**config.mk**
```make
export PLATFORM = sky130hd
export DESIGN_NAME = uart_tx_fifo_flat
export DESIGN_NICKNAME = d
export VERILOG_FILES = /design/src/rtl/uart_tx_fifo_if.sv /design/src/rtl/uart_tx_fifo.sv /design/src/flat_wrapper.sv
export SDC_FILE = /design/constraint.sdc
export NUM_CORES = 1
export LEC_CHECK = 0
export ABC_AREA = 1
export CAP_MARGIN = 30
export CORE_MARGIN = 2
export CORE_UTILIZATION = 60
export DETAILED_ROUTE_END_ITERATION = 8
export GPL_TIMING_DRIVEN = 0
export PLACE_DENSITY_LB_ADDON = 0.15
export RECOVER_POWER = 25
export SETUP_SLACK_MARGIN = 0.4
export SLEW_MARGIN = 10
export SYNTH_ARGS = -nofsm -noshare
export SYNTH_HDL_FRONTEND = slang
export SYNTH_SLANG_ARGS = --single-unit
```
**constraint.sdc**
```tcl
create_clock -name i_clk -period 2.65 [get_ports i_clk]
set_input_delay 0.53 -clock i_clk [delete_from_list [all_inputs] [get_ports i_clk]]
set_output_delay 0.53 -clock i_clk [all_outputs]
set_load 0.01 [all_outputs]
```
**src/rtl/uart_tx_fifo_if.sv**
```systemverilog
// Producer-side and uart_tx-side signals of the byte FIFO / send sequencer.
// slave is the FIFO's view; master is the view of whatever drives the inputs.
interface uart_tx_fifo_if #(
  parameter int ADDR_W = 4
);
  logic [7:0]      i_wr_data;
  logic            i_wr_en;
  logic            o_full;
  logic            o_empty;
  logic [ADDR_W:0] o_count;
  logic            o_overflow;
  logic [7:0]      o_byte;
  logic            o_data_valid;
  logic            i_tx_active;
  logic            i_tx_done;

  modport master (
    output i_wr_data, i_wr_en, i_tx_active, i_tx_done,
    input  o_full, o_empty, o_count, o_overflow, o_byte, o_data_valid
  );

  modport slave (
    input  i_wr_data, i_wr_en, i_tx_active, i_tx_done,
    output o_full, o_empty, o_count, o_overflow, o_byte, o_data_valid
  );
endinterface

```
**src/rtl/uart_tx_fifo.sv**
```systemverilog
// Byte FIFO feeding uart_tx one byte at a time through its
// valid/active/done handshake.
module uart_tx_fifo #(
  parameter int DEPTH  = 16,
  parameter int ADDR_W = 4
) (
  input  logic          i_clk,
  input  logic          i_rst_n,
  uart_tx_fifo_if.slave bus
);
  typedef enum logic [1:0] {
    ST_DRAIN  = 2'd0,
    ST_IDLE   = 2'd1,
    ST_LAUNCH = 2'd2,
    ST_SEND   = 2'd3
  } state_e;

  localparam logic [ADDR_W:0] DEPTH_C = (ADDR_W + 1)'(DEPTH);

  state_e              state_q;
  logic [ADDR_W-1:0]   wr_ptr_q, wr_ptr_d;
  logic [ADDR_W-1:0]   rd_ptr_q, rd_ptr_d;
  logic [ADDR_W:0]     count_q, count_d;
  logic                overflow_q;
  logic [7:0]          byte_q;
  logic                data_valid_q;
  logic                full, empty, wr_ok, pop;
  logic [7:0]          mem_rd [DEPTH];

  assign full  = (count_q == DEPTH_C);
  assign empty = (count_q == '0);
  // Full is judged on the pre-edge count, so a pop in the same cycle
  // does not rescue a write into a full FIFO.
  assign wr_ok = bus.i_wr_en && !full;
  assign pop   = (state_q == ST_SEND) && bus.i_tx_done;

  generate
    for (genvar gi = 0; gi < DEPTH; gi++) begin : g_mem
      logic [7:0] entry_q;
      always_ff @(posedge i_clk) begin
        if (wr_ok && (wr_ptr_q == ADDR_W'(gi))) begin
          entry_q <= bus.i_wr_data;
        end
      end
      assign mem_rd[gi] = entry_q;
    end
  endgenerate

  always_comb begin
    wr_ptr_d = wr_ptr_q + ADDR_W'(wr_ok);
    rd_ptr_d = rd_ptr_q + ADDR_W'(pop);
    count_d  = count_q + (ADDR_W + 1)'(wr_ok) - (ADDR_W + 1)'(pop);
  end

  always_ff @(posedge i_clk or negedge i_rst_n) begin
    if (!i_rst_n) begin
      wr_ptr_q   <= '0;
      rd_ptr_q   <= '0;
      count_q    <= '0;
      overflow_q <= 1'b0;
    end else begin
      wr_ptr_q   <= wr_ptr_d;
      rd_ptr_q   <= rd_ptr_d;
      count_q    <= count_d;
      overflow_q <= bus.i_wr_en && full;
    end
  end

  // DRAIN waits out a byte or a stale done level left in uart_tx,
  // which keeps running across our reset.
  always_ff @(posedge i_clk or negedge i_rst_n) begin
    if (!i_rst_n) begin
      state_q      <= ST_DRAIN;
      byte_q       <= 8'h00;
      data_valid_q <= 1'b0;
    end else begin
      case (state_q)
        ST_DRAIN: begin
          data_valid_q <= 1'b0;
          if (!bus.i_tx_active && !bus.i_tx_done) begin
            state_q <= ST_IDLE;
          end
        end
        ST_IDLE: begin
          if (!empty) begin
            byte_q       <= mem_rd[rd_ptr_q];
            data_valid_q <= 1'b1;
            state_q      <= ST_LAUNCH;
          end
        end
        ST_LAUNCH: begin
          if (bus.i_tx_active) begin
            data_valid_q <= 1'b0;
            state_q      <= ST_SEND;
          end
        end
        ST_SEND: begin
          if (bus.i_tx_done) begin
            state_q <= ST_DRAIN;
          end
        end
        default: begin
          data_valid_q <= 1'b0;
          state_q      <= ST_DRAIN;
        end
      endcase
    end
  end

  assign bus.o_full       = full;
  assign bus.o_empty      = empty;
  assign bus.o_count      = count_q;
  assign bus.o_overflow   = overflow_q;
  assign bus.o_byte       = byte_q;
  assign bus.o_data_valid = data_valid_q;
endmodule

```
**src/flat_wrapper.sv**
```systemverilog
// flat-port wrapper written by rule: the top's interface ports become plain ports
module uart_tx_fifo_flat 
#(
  parameter int DEPTH  = 16,
  parameter int ADDR_W = 4
)
  (i_clk, i_rst_n, bus_i_wr_data, bus_i_wr_en, bus_i_tx_active, bus_i_tx_done, bus_o_full, bus_o_empty, bus_o_count, bus_o_overflow, bus_o_byte, bus_o_data_valid);
  uart_tx_fifo_if #(.ADDR_W(ADDR_W)) bus_i ();
  input  logic i_clk;
  input  logic i_rst_n;
  input wire logic [$bits(bus_i.i_wr_data)-1:0] bus_i_wr_data;
  input wire logic [$bits(bus_i.i_wr_en)-1:0] bus_i_wr_en;
  input wire logic [$bits(bus_i.i_tx_active)-1:0] bus_i_tx_active;
  input wire logic [$bits(bus_i.i_tx_done)-1:0] bus_i_tx_done;
  output wire logic [$bits(bus_i.o_full)-1:0] bus_o_full;
  output wire logic [$bits(bus_i.o_empty)-1:0] bus_o_empty;
  output wire logic [$bits(bus_i.o_count)-1:0] bus_o_count;
  output wire logic [$bits(bus_i.o_overflow)-1:0] bus_o_overflow;
  output wire logic [$bits(bus_i.o_byte)-1:0] bus_o_byte;
  output wire logic [$bits(bus_i.o_data_valid)-1:0] bus_o_data_valid;
  assign bus_i.i_wr_data = bus_i_wr_data;
  assign bus_i.i_wr_en = bus_i_wr_en;
  assign bus_i.i_tx_active = bus_i_tx_active;
  assign bus_i.i_tx_done = bus_i_tx_done;
  assign bus_o_full = bus_i.o_full;
  assign bus_o_empty = bus_i.o_empty;
  assign bus_o_count = bus_i.o_count;
  assign bus_o_overflow = bus_i.o_overflow;
  assign bus_o_byte = bus_i.o_byte;
  assign bus_o_data_valid = bus_i.o_data_valid;
  uart_tx_fifo #(.DEPTH(DEPTH), .ADDR_W(ADDR_W)) u_core (.i_clk(i_clk), .i_rst_n(i_rst_n), .bus(bus_i));
endmodule
```
## Word level (Yosys, flattened, before mapping)

Cells that the tools add are included.

| word-level totals | value |
|---|---|
| flip-flop bits (word level) | 153 |
| input port bits | 13 |
| output and inout port bits | 17 |
| word-level logic and storage cells | 94 |

| cells by class | value |
|---|---|
| add/subtract/negate cells | 4 |
| order comparisons | 1 |
| equality and inequality tests | 23 |
| muxes and demuxes | 11 |
| bitwise gates (word level) | 2 |
| reductions and logical operators | 30 |

Operators by type and width:

| kind | number |
|---|---|
| 8-bit binary-select mux with 4-bit select | 1 |
| 4-bit == test (second input constant) | 8 |
| 1-bit logical AND | 20 |
| 4-bit by 3-bit == test with 1-bit output (second input constant) | 4 |
| 8-bit 2-to-1 mux | 2 |
| 4-bit by 1-bit adder with 4-bit output | 2 |
| 4-bit by 2-bit == test with 1-bit output (second input constant) | 2 |
| 2-bit 2-to-1 mux | 4 |
| 2-bit case mux with 4 select lines | 1 |
| 2-bit inequality test (second input constant) | 3 |
| 5-bit by 1-bit adder with 5-bit output | 1 |
| 5-bit == test (second input constant) | 1 |
| 5-bit >= comparator (second input constant) | 1 |
| 5-bit zero test | 1 |
| 4-bit inverter with 5-bit output | 1 |
| 5-bit by 1-bit subtractor with 5-bit output | 1 |
| 2-bit == test (second input constant) | 2 |
| 4-bit by 1-bit == test with 1-bit output (second input constant) | 1 |
| 4-bit zero test | 1 |
| 4-bit AND reduction | 1 |
| 1-bit zero test | 3 |
| 1-bit case mux with 3 select lines | 1 |
| 3-bit AND reduction | 1 |
| 3-bit nonzero test | 1 |
| other kinds (6) | 7 |

## Longest topological paths before layout

Gate-level depths: netlist (run 1).

| logic depth | value |
|---|---|
| depth in word-level cells | 5 |
| mapped depth | 13 |
| gate-level depth less buffers | 13 |

## Worst setup path after synthesis (run 1)

OpenSTA, ideal clock, no wires.

| path | value |
|---|---|
| path type | flip-flop to flip-flop |
| start point | register u_core.state_q[0] |
| end point | register u_core.count_q[4], in the netlist u_core.bus.o_count[4] |
| library setup time | 0.128 ns |
| arrival | 2.017 ns |
| data required time | 2.522 ns |
| path slack | 0.505 ns |
| stages on the path, launching flop included | 12 |
| path buffers | 0 |
| period minus slack after synthesis | 2.145 ns |
| cell sequence | dfrtp_1 > ha_1 > nand2_1 > inv_1 > ha_1 > inv_1 > ha_1 > inv_1 > fa_1 > o21ai_0 > a21oi_1 > xor2_1 |

| between the ends | value |
|---|---|
| longest elaborated chain between the ends | 3 |

Ends and longest elaborated chain:

| what | line | source |
|---|---|---|
| from (decl) | uart_tx_fifo.sv:20 | `state_e state_q;` |
| from (signal assigned) | uart_tx_fifo.sv:73 | `state_q <= ST_DRAIN;` |
| from (signal assigned) | uart_tx_fifo.sv:81 | `state_q <= ST_IDLE;` |
| from (signal assigned) | uart_tx_fifo.sv:88 | `state_q <= ST_LAUNCH;` |
| 2-bit == test | uart_tx_fifo.sv:35 | `assign pop = (state_q == ST_SEND) && bus.i_tx_done;` |
| 1-bit logical AND | uart_tx_fifo.sv:35 |  |
| 5-bit by 1-bit subtractor with 5-bit output | uart_tx_fifo.sv:52 | `count_d = count_q + (ADDR_W + 1)'(wr_ok) - (ADDR_W + 1)'(pop);` |
| net u_core.count_d[4] | uart_tx_fifo.sv:23 | `logic [ADDR_W:0] count_q, count_d;` |
| to (signal assigned) | uart_tx_fifo.sv:64 | `count_q <= count_d;` |
| to (decl) | uart_tx_fifo.sv:23 |  |

The timed path passes the listed nets, and every way through them passes these cells.
A chain may end at the register's enable or synchronous reset.

## Worst setup path after layout (run 1)

| path | value |
|---|---|
| start point | register u_core.count_q[2], in the netlist u_core.bus.o_count[2] |
| end point | register u_core.g_mem[3].entry_q[5] (enable) |

| between the ends | value |
|---|---|
| longest elaborated chain between the ends | 4 |

Ends and longest elaborated chain:

| what | line | source |
|---|---|---|
| 5-bit == test | uart_tx_fifo.sv:30 | `assign full = (count_q == DEPTH_C);` |
| 1-bit zero test | uart_tx_fifo.sv:34 | `assign wr_ok = bus.i_wr_en && !full;` |
| 1-bit logical AND | uart_tx_fifo.sv:34 |  |
| 1-bit logical AND | uart_tx_fifo.sv:41 | `if (wr_ok && (wr_ptr_q == ADDR_W'(gi))) begin` |
| to (signal assigned) | uart_tx_fifo.sv:42 | `entry_q <= bus.i_wr_data;` |
| to (decl) | uart_tx_fifo.sv:39 | `logic [7:0] entry_q;` |

No other way between the ends.

==> results of run 1 <==
cell families after synthesis:
family                     count (synthesis)  share of synthesized area
AOI/OAI and AO/OA                          8                    0.00626
xor gates and xnor gates                   8                     0.0103
adders and majority gates                 15                     0.0287
buffers and inverters                    151                     0.0909
DFF                                      153                      0.657
and+or+nand+nor                          337                      0.206
path summary, 6_finish.rpt:
kind	end	cells after the start	from	slack, ns
worst max-delay path	u_core.g_mem[3].entry_q[5]	9	u_core.bus.o_count[2]	0.40
worst min register to register	u_core.bus.o_byte[0]	2	u_core.bus.o_byte[0]	0.49
worst max register to register	u_core.g_mem[3].entry_q[5]	9	u_core.bus.o_count[2]	0.40
max in group asynchronous	u_core.bus.o_byte[3]	2	i_rst_n	0.98
worst min-delay path	u_core.bus.o_byte[0]	2	u_core.bus.o_byte[0]	0.49
min in group asynchronous	u_core.bus.o_byte[0]	1	i_rst_n	0.53
stage by stage:
stage	TNS, ns	setup WS (ns)	area (µm²)
6_report	0	0.395	7950
5_1_grt	0	0.229	7950
4_1_cts	0	0.221	7940
3_5_place_dp	-0.0834	-0.0834	7280
3_3_place_gp	-0.0273	-0.0273	7260
2_1_floorplan	0	0.505	6800
cells in the mapped netlist:
library cell    n
buf_6           1
or2_2           1
buf_4           6
xor2_1          7
fa_1            1
buf_2          17
inv_2          11
a21oi_1         2
xnor2_1         1
inv_1         115
nor2_1         22
o21ai_1         2
nand2_1       208
o21ai_0         3
o21a_1          1
nor2_2          2
dfrtp_1        25
ha_1           14
nand3_1       104
edfxtp_1      128
clkbuf_1        1
area by class of cell:
type,count,area [µm²],area share
Buffer,25,145,0.0182
Inverter,126,473,0.0595
Timing Repair Buffer,31,303,0.0381
Clock buffer,19,433,0.0544
Clock inverter,13,215,0.0271
Tap cell,140,175,0.0220
Multi-Input combinational cell,368,1740,0.219
Sequential cell,153,4470,0.562
per-layer routing:
metal  up-vias  GRT usage
li1       2246          -
met1      2216      0.355
met2       215      0.415
met3        25     0.0719
met4         0      0.100
met5         -          0
worst register-to-register path: stages (launching register included):
cell     delay, ns
dfrtp_1       0.37
inv_1         0.07
ha_1          0.19
nand3_1       0.11
nor2_1        0.08
inv_2         0.06
nand2_1       0.06
inv_2         0.12
nand3_1       0.22
nor2_1        0.60
registers in the layout (all words and copies together) (netlist names):
register,cells
u_core.wr_ptr_q,4
u_core.rd_ptr_q,4
u_core.g_mem.entry_q,128
u_core.state_q,2
u_core.bus.o_data_valid,1
u_core.bus.o_byte,8
u_core.bus.o_count,5
u_core.bus.o_overflow,1
layout by cell type, fill, tap and decap left out, types with 2 or more instances in the layout:
cell | synthesis | layout
inv_2 | 11 | 11
inv_1 | 115 | 115
xor2_1 | 7 | 7
edfxtp_1 | 128 | 128
inv_6 | 0 | 5
clkbuf_1 | 1 | 4
clkbuf_16 | 0 | 17
o21ai_0 | 3 | 2
buf_2 | 17 | 17
o21ai_1 | 2 | 3
buf_4 | 6 | 7
nor2_2 | 2 | 11
a21oi_1 | 2 | 2
nand3_1 | 104 | 104
ha_1 | 14 | 13
nor2_1 | 22 | 13
clkdlybuf4s50_1 | 0 | 22
dlygate4sd3_1 | 0 | 5
dfrtp_1 | 25 | 25
nand2_1 | 208 | 207
bufinv_16 | 0 | 5
power by group through the flow:
stage               combinational (mW)  sequential [mW]  clock (mW)
finish                            3.21             3.21        2.65
global route                      3.56             3.24        2.78
CTS                               3.15             3.21        2.67
detailed placement                3.09             3.25           0
global placement                  2.99             3.24           0
floorplan                         2.02             3.26           0
repair_timing:
action / in CTS / in global routing
setup endpoints to repair: 11 / 122
gates resized for setup: 7 / 10
endpoints found under the hold margin: 0 / 0
setup buffers: 0 / 1
==> results.md, run 1 <==
- Status: complete, no violations
- Comb pwr share: 0.354
- Clock skew: between 0.006 and 0.007 ns
- Delay-heaviest family, CP: simple AND/OR/NAND/NOR gates
- Synth top area cells: edfxtp_1 (57%), nand2_1 (11%), dfrtp_1 (9.2%), nand3_1 (7.7%), inv_1 (6.4%)
- Met2 WL: 7.23 mm
- Placed Instances: 842
- Area Overhead vs Synth: 17.0%
- Number of buffers created by CTS: 17
- PwrDens: 1140 mW/mm²
- Root Driver: clkbuf_16
- Layout Nets: 750
- Pint: 5.82 mW
- Max cap viols: 0
- Tcrit/Tclk final: 0.851
- Fill count: 780
- Seq pwr share: 0.354
- Final setup viols: 0
- Total routed wirelength: 15.3 mm
- Yosys reg bits: 153
- Max Clk Rate: 443 MHz
- Critical path peak fanout: 8
- Tot Pwr: approximately 9 mW
- First-pass DRT Iterations: 6
- RSZ-0062 raised after global routing: yes
- Post-synthesis cell type count: 21
- DP Wirelength: 10.4 mm
- Tightest Pin Transition: ~0.88 ns
- Vias: approximately 4,700
- Yosys warns: 0
- Number of remaining DRC errors: 0
- Slowest stage delay, CP: 0.60 ns
- Dominant cell type by area after synthesis: edfxtp_1
- Die ar.: 0.0122 mm²
- Largest net degree at the start of global routing: 17
- First-pass GRT wire length: 23.9 mm
- Starting DRT DRC Count: 496
- CTS tree: yes
- CTS H-tree lvls: 4
- Final core utilization: 0.727
- Buffers & Inverters on Critical Path: 3
- Clk buf depth: 2
- Fin crit period: ~2.3 ns
- Critical path startpoint category: register
- Top-area cell type share of the netlist area: 0.565
- Non-filler cells, final: 875
- ANT nets after route: 0
- HP Class: register to register
- Hold-fix buffers at CTS: 0
- Syn nets: 700
- Worst path slowest cell: nor2_1
- Max IR drop VDD: 0.903 mV
- Synthesized area: 0.00680 mm²
- Setup CP Type: register to register
- Worst Path Required: 2.71 ns
- Wire length per cell: 17.5 µm
- Clock-pin slew on the worst setup and hold paths: 0.06 ns
- Final hold slack: just under 0.5 ns
- Antenna cells: 0
- Register area share after synthesis: 0.657
- Psw: 3.24 mW
- Number of global-route vias before repair: ~4,500
- CORE AREA: 0.0109 mm²
- Max Used Layer: met4
- Leak pwr: 3.59 nW
- FP Rows: 38
- Ports: 30
- Vias per Instance: about 5.4
- Synthesized area per cell: between 10 and 15 µm²
- Switching share of power: 0.358
- Total gr overflow: 0
- Mapped Cells: 672
- Initial core utilization: 0.622
- Power share of the clock group: 0.292
- Worst-path cell chain: inv_1 > ha_1 > nand3_1 > nor2_1 > inv_2 > nand2_1 > inv_2 > nand3_1 > nor2_1
- Worst skew pair latency: 0.43 ns
- Die Ht: 110 µm
- Crit end category: register
- Headroom to the max-slew limit: 0.410
- Max Slew Vio Count: 0
- Met3 wire len: ~1.4 mm
- I/O Buffers: 29
- Initial antenna violation count: 0
- Overall Global Routing Usage: 0.264
- Die Span X: 110 µm
- Worst EP arrival: around 2.3 ns
- DRT met1 WL: 6.34 mm
- Num Clock Sinks: about 150
- Share of cells above drive strength 1: 0.110
- Final Hold Violating Endpoints: 0
- GPL Wtd Cong: slightly below 0.9
(Power assumes the default switching activity.)
==> inputs of run 2 (changes only) <==
Settings changed: CORE_MARGIN 2 to 3.
==> run 2 against run 1 <==
Fmax is 0.21% higher; largest cell class unchanged; critical path depth stayed put; core utilization is 0.069 points lower; highest routed layer unchanged; global-route usage hardly changed; first-iteration DRC count is 23% lower; combinational power is 4% higher.
==> results.md, run 2 (synthesis gave the netlist of run 1 again) <==
- CTS tree: yes
- Vias per Instance: 5.26 (-2.2%)
- Critical path origin: u_core.bus.o_count[3]
- Overall Global Routing Usage: 0.264 (-0.000346)
- Fin crit period: 2.25 ns (-0.00480 ns)
- Critical path peak fanout: 8 (unchanged)
- Die Span X: 112 µm (+1.8%)
- Largest register FFs: 128 (unchanged)
- Max Clk Rate: 444 MHz (+0.21%)
- GPL Wtd Cong: 0.954 (+7.4%)
- Tightest Pin Transition: 0.873 ns (-0.00951 ns)
- RSZ-0062 raised after global routing: yes
- Number of remaining DRC errors: 0 (unchanged)
- Clock skew: 0.0104 ns (+0.00396 ns)
- Layout Nets: 752 (+0.27%)
- Initial antenna violation count: 0 (unchanged)
- Crit end category: register
- Max Slew Vio Count: 0 (unchanged)
- Worst reg2reg endpoint: u_core.g_mem[13].entry_q[0]
- Vias: 4,610 (-2.0%)
- Placed Instances: 842 (unchanged)
- Total gr overflow: 0 (unchanged)
- Die Ht: 112 µm (+1.8%)
- Final setup viols: 0 (unchanged)
- Num Clock Sinks: 153 (unchanged)
- First-pass GRT wire length: 24.3 mm (+1.9%)
- Reg-to-reg setup timing slack: 0.40 ns (about the same)
- Fill count: 784 (+0.51%)
- HP Class: register to register
- Status: complete, no violations
- Share of cells above drive strength 1: 0.121 (+0.0106)
- Die ar.: 0.0126 mm² (+3.7%)
- Worst EP arrival: 2.31 ns (about the same)
- Leak pwr: 3.54 nW (-1.2%)
- Max cap viols: 0 (unchanged)
- Ports: 30 (unchanged)
- PwrDens: 1120 mW/mm² (-1.6%)
- CTS H-tree lvls: 4 (unchanged)
- DP Wirelength: 10.4 mm (+0.57%)
- Worst skew pair latency: 0.43 ns (about the same)
- Final Hold Violating Endpoints: 0 (unchanged)
- Post-DP Area: 0.00728 mm² (unchanged)
- Initial core utilization: 0.622 (unchanged)
- Critical path startpoint category: register
- ANT nets after route: 0 (unchanged)
- Area Overhead vs Synth: 16.9% (about the same)
- Top reg by flops: u_core.g_mem.entry_q
- Total routed wirelength: 15.7 mm (+2.5%)
- Headroom to the max-slew limit: 0.416 (+0.00636)
- Antenna cells: 0 (unchanged)
- Number of buffers created by CTS: 17 (unchanged)
- Register area: 0.00447 mm² (unchanged)
- Fin area: 0.00795 mm² (about the same)
- Root Driver: clkbuf_16
- Multi-input gate area: 0.00178 mm² (+2.5%)
- Non-filler cells, final: 877 (+0.23%)
- Wire length per cell: 17.9 µm (+2.3%)
- First-pass DRT Iterations: 5 (-1)
- Worst Path Required: 2.71 ns (about the same)
- Tcrit/Tclk final: 0.849 (-0.00181)
- Clk buf depth: 2 (unchanged)
- R2r worst-path depth: 9 (unchanged)
- Max IR drop VDD: 0.689 mV (-24%)
- Clock-pin slew on the worst setup and hold paths: 0.06 ns (about the same)
- I/O Buffers: 29 (unchanged)
- Largest net degree at the start of global routing: 17 (unchanged)
- Tot Pwr: 8.91 mW (-1.7%)
- Commonest non-fill, non-tap cell in the layout: nand2_1
- Setup CP Type: register to register
- Commonest non-fill, non-tap cells in the layout: nand2_1 (207), edfxtp_1 (128), inv_1 (115), nand3_1 (103), dfrtp_1 (25)
- FP Rows: 38 (unchanged)
- Reg2reg start: u_core.bus.o_count[3]
- CORE AREA: 0.0109 mm² (unchanged)
- Critical Path Sink: u_core.g_mem[13].entry_q[0]
- Starting DRT DRC Count: 382 (-23%)
- Post-route setup TNS: 0 ns (unchanged)
- Number of global-route vias before repair: 4,457 (-1.7%)
-- run 2: cell count changes in the layout (fill, tap and decap cells not counted), moves of 2 or more --
cell / delta
buf_4: +2
bufinv_16: -2
clkbuf_1: -2
clkinv_1: +4
clkinv_2: +2
clkinvlp_4: +3
inv_6: -5
nor2_1: -6
nor2_2: +2
nor2_4: +4
-- run 2: area by class of cell --
cell class | count | area share
flip-flops and latches | 153 | 0.562
plain buffers | 25 | 0.0183
repair buffers | 33 | 0.0397
clock buffers | 17 | 0.0535
well taps | 140 | 0.0220
inverters | 126 | 0.0595
clock inverters | 15 | 0.0200
multi-input cells | 368 | 0.225
-- run 2: worst min-delay path by stage --
stage / startpoint / endpoint / slack (ns) / cells past startpoint
final: u_core.bus.o_byte[3] / u_core.bus.o_byte[3] / 0.48 / 2
after global routing: u_core.bus.o_byte[4] / u_core.bus.o_byte[4] / 0.51 / 2
after CTS: u_core.bus.o_byte[3] / u_core.bus.o_byte[3] / 0.48 / 2
after detailed placement: u_core.bus.o_byte[3] / u_core.bus.o_byte[3] / 0.47 / 2
after global placement: u_core.bus.o_byte[3] / u_core.bus.o_byte[3] / 0.46 / 2
after floorplan: i_rst_n / u_core.bus.o_byte[0] / 0.23 / 0
-- run 2: critical path, cell delays in order (launching register included) --
cell and delay, ns:
dfrtp_1 0.38, inv_1 0.07, ha_1 0.17, nand3_1 0.12, nor2_1 0.09, inv_2 0.06, nand2_1 0.05, inv_2 0.10
nand3_1 0.33, nor2_2 0.51
-- run 2: repair_timing --
action | in CTS | in global routing
hold endpoints to repair | 0 | 0
pin swaps | 1 | 2
hold buffers | 0 | 0
buffers inserted | 3 | 0
gates cloned | 0 | 0
setup endpoints to repair | 68 | 106
resized for setup | 12 | 18
-- run 2: through the flow --
step | hold slack, ns | worst slack, ns | util
6_report | 0.479 | 0.400 | 0.727
5_1_grt | 0.515 | 0.230 | 0.727
4_1_cts | 0.483 | 0.339 | 0.723
3_5_place_dp | 0.466 | -0.101 | 0.666
3_3_place_gp | 0.464 | -0.0420 | 0.664
2_1_floorplan | 0.234 | 0.505 | -
-- run 2: routing by layer --
layer / GRT usage / wire length (µm) / vias to the layer above
met5: 0 / 0 / -
met4: 0.105 / 276 / 0
met3: 0.0663 / 1320 / 21
met2: 0.411 / 7500 / 177
met1: 0.360 / 6590 / 2163
li1: - / - / 2249
-- run 2: power breakdown --
part | leakage [nW] | total (mW) | internal, mW | switching [mW]
clock | 0.275 | 2.37 | 1.46 | 0.909
sequential | 1.46 | 3.20 | 3.02 | 0.185
combinational | 1.81 | 3.34 | 1.14 | 2.19
total | 3.54 | 8.91 | 5.62 | 3.29
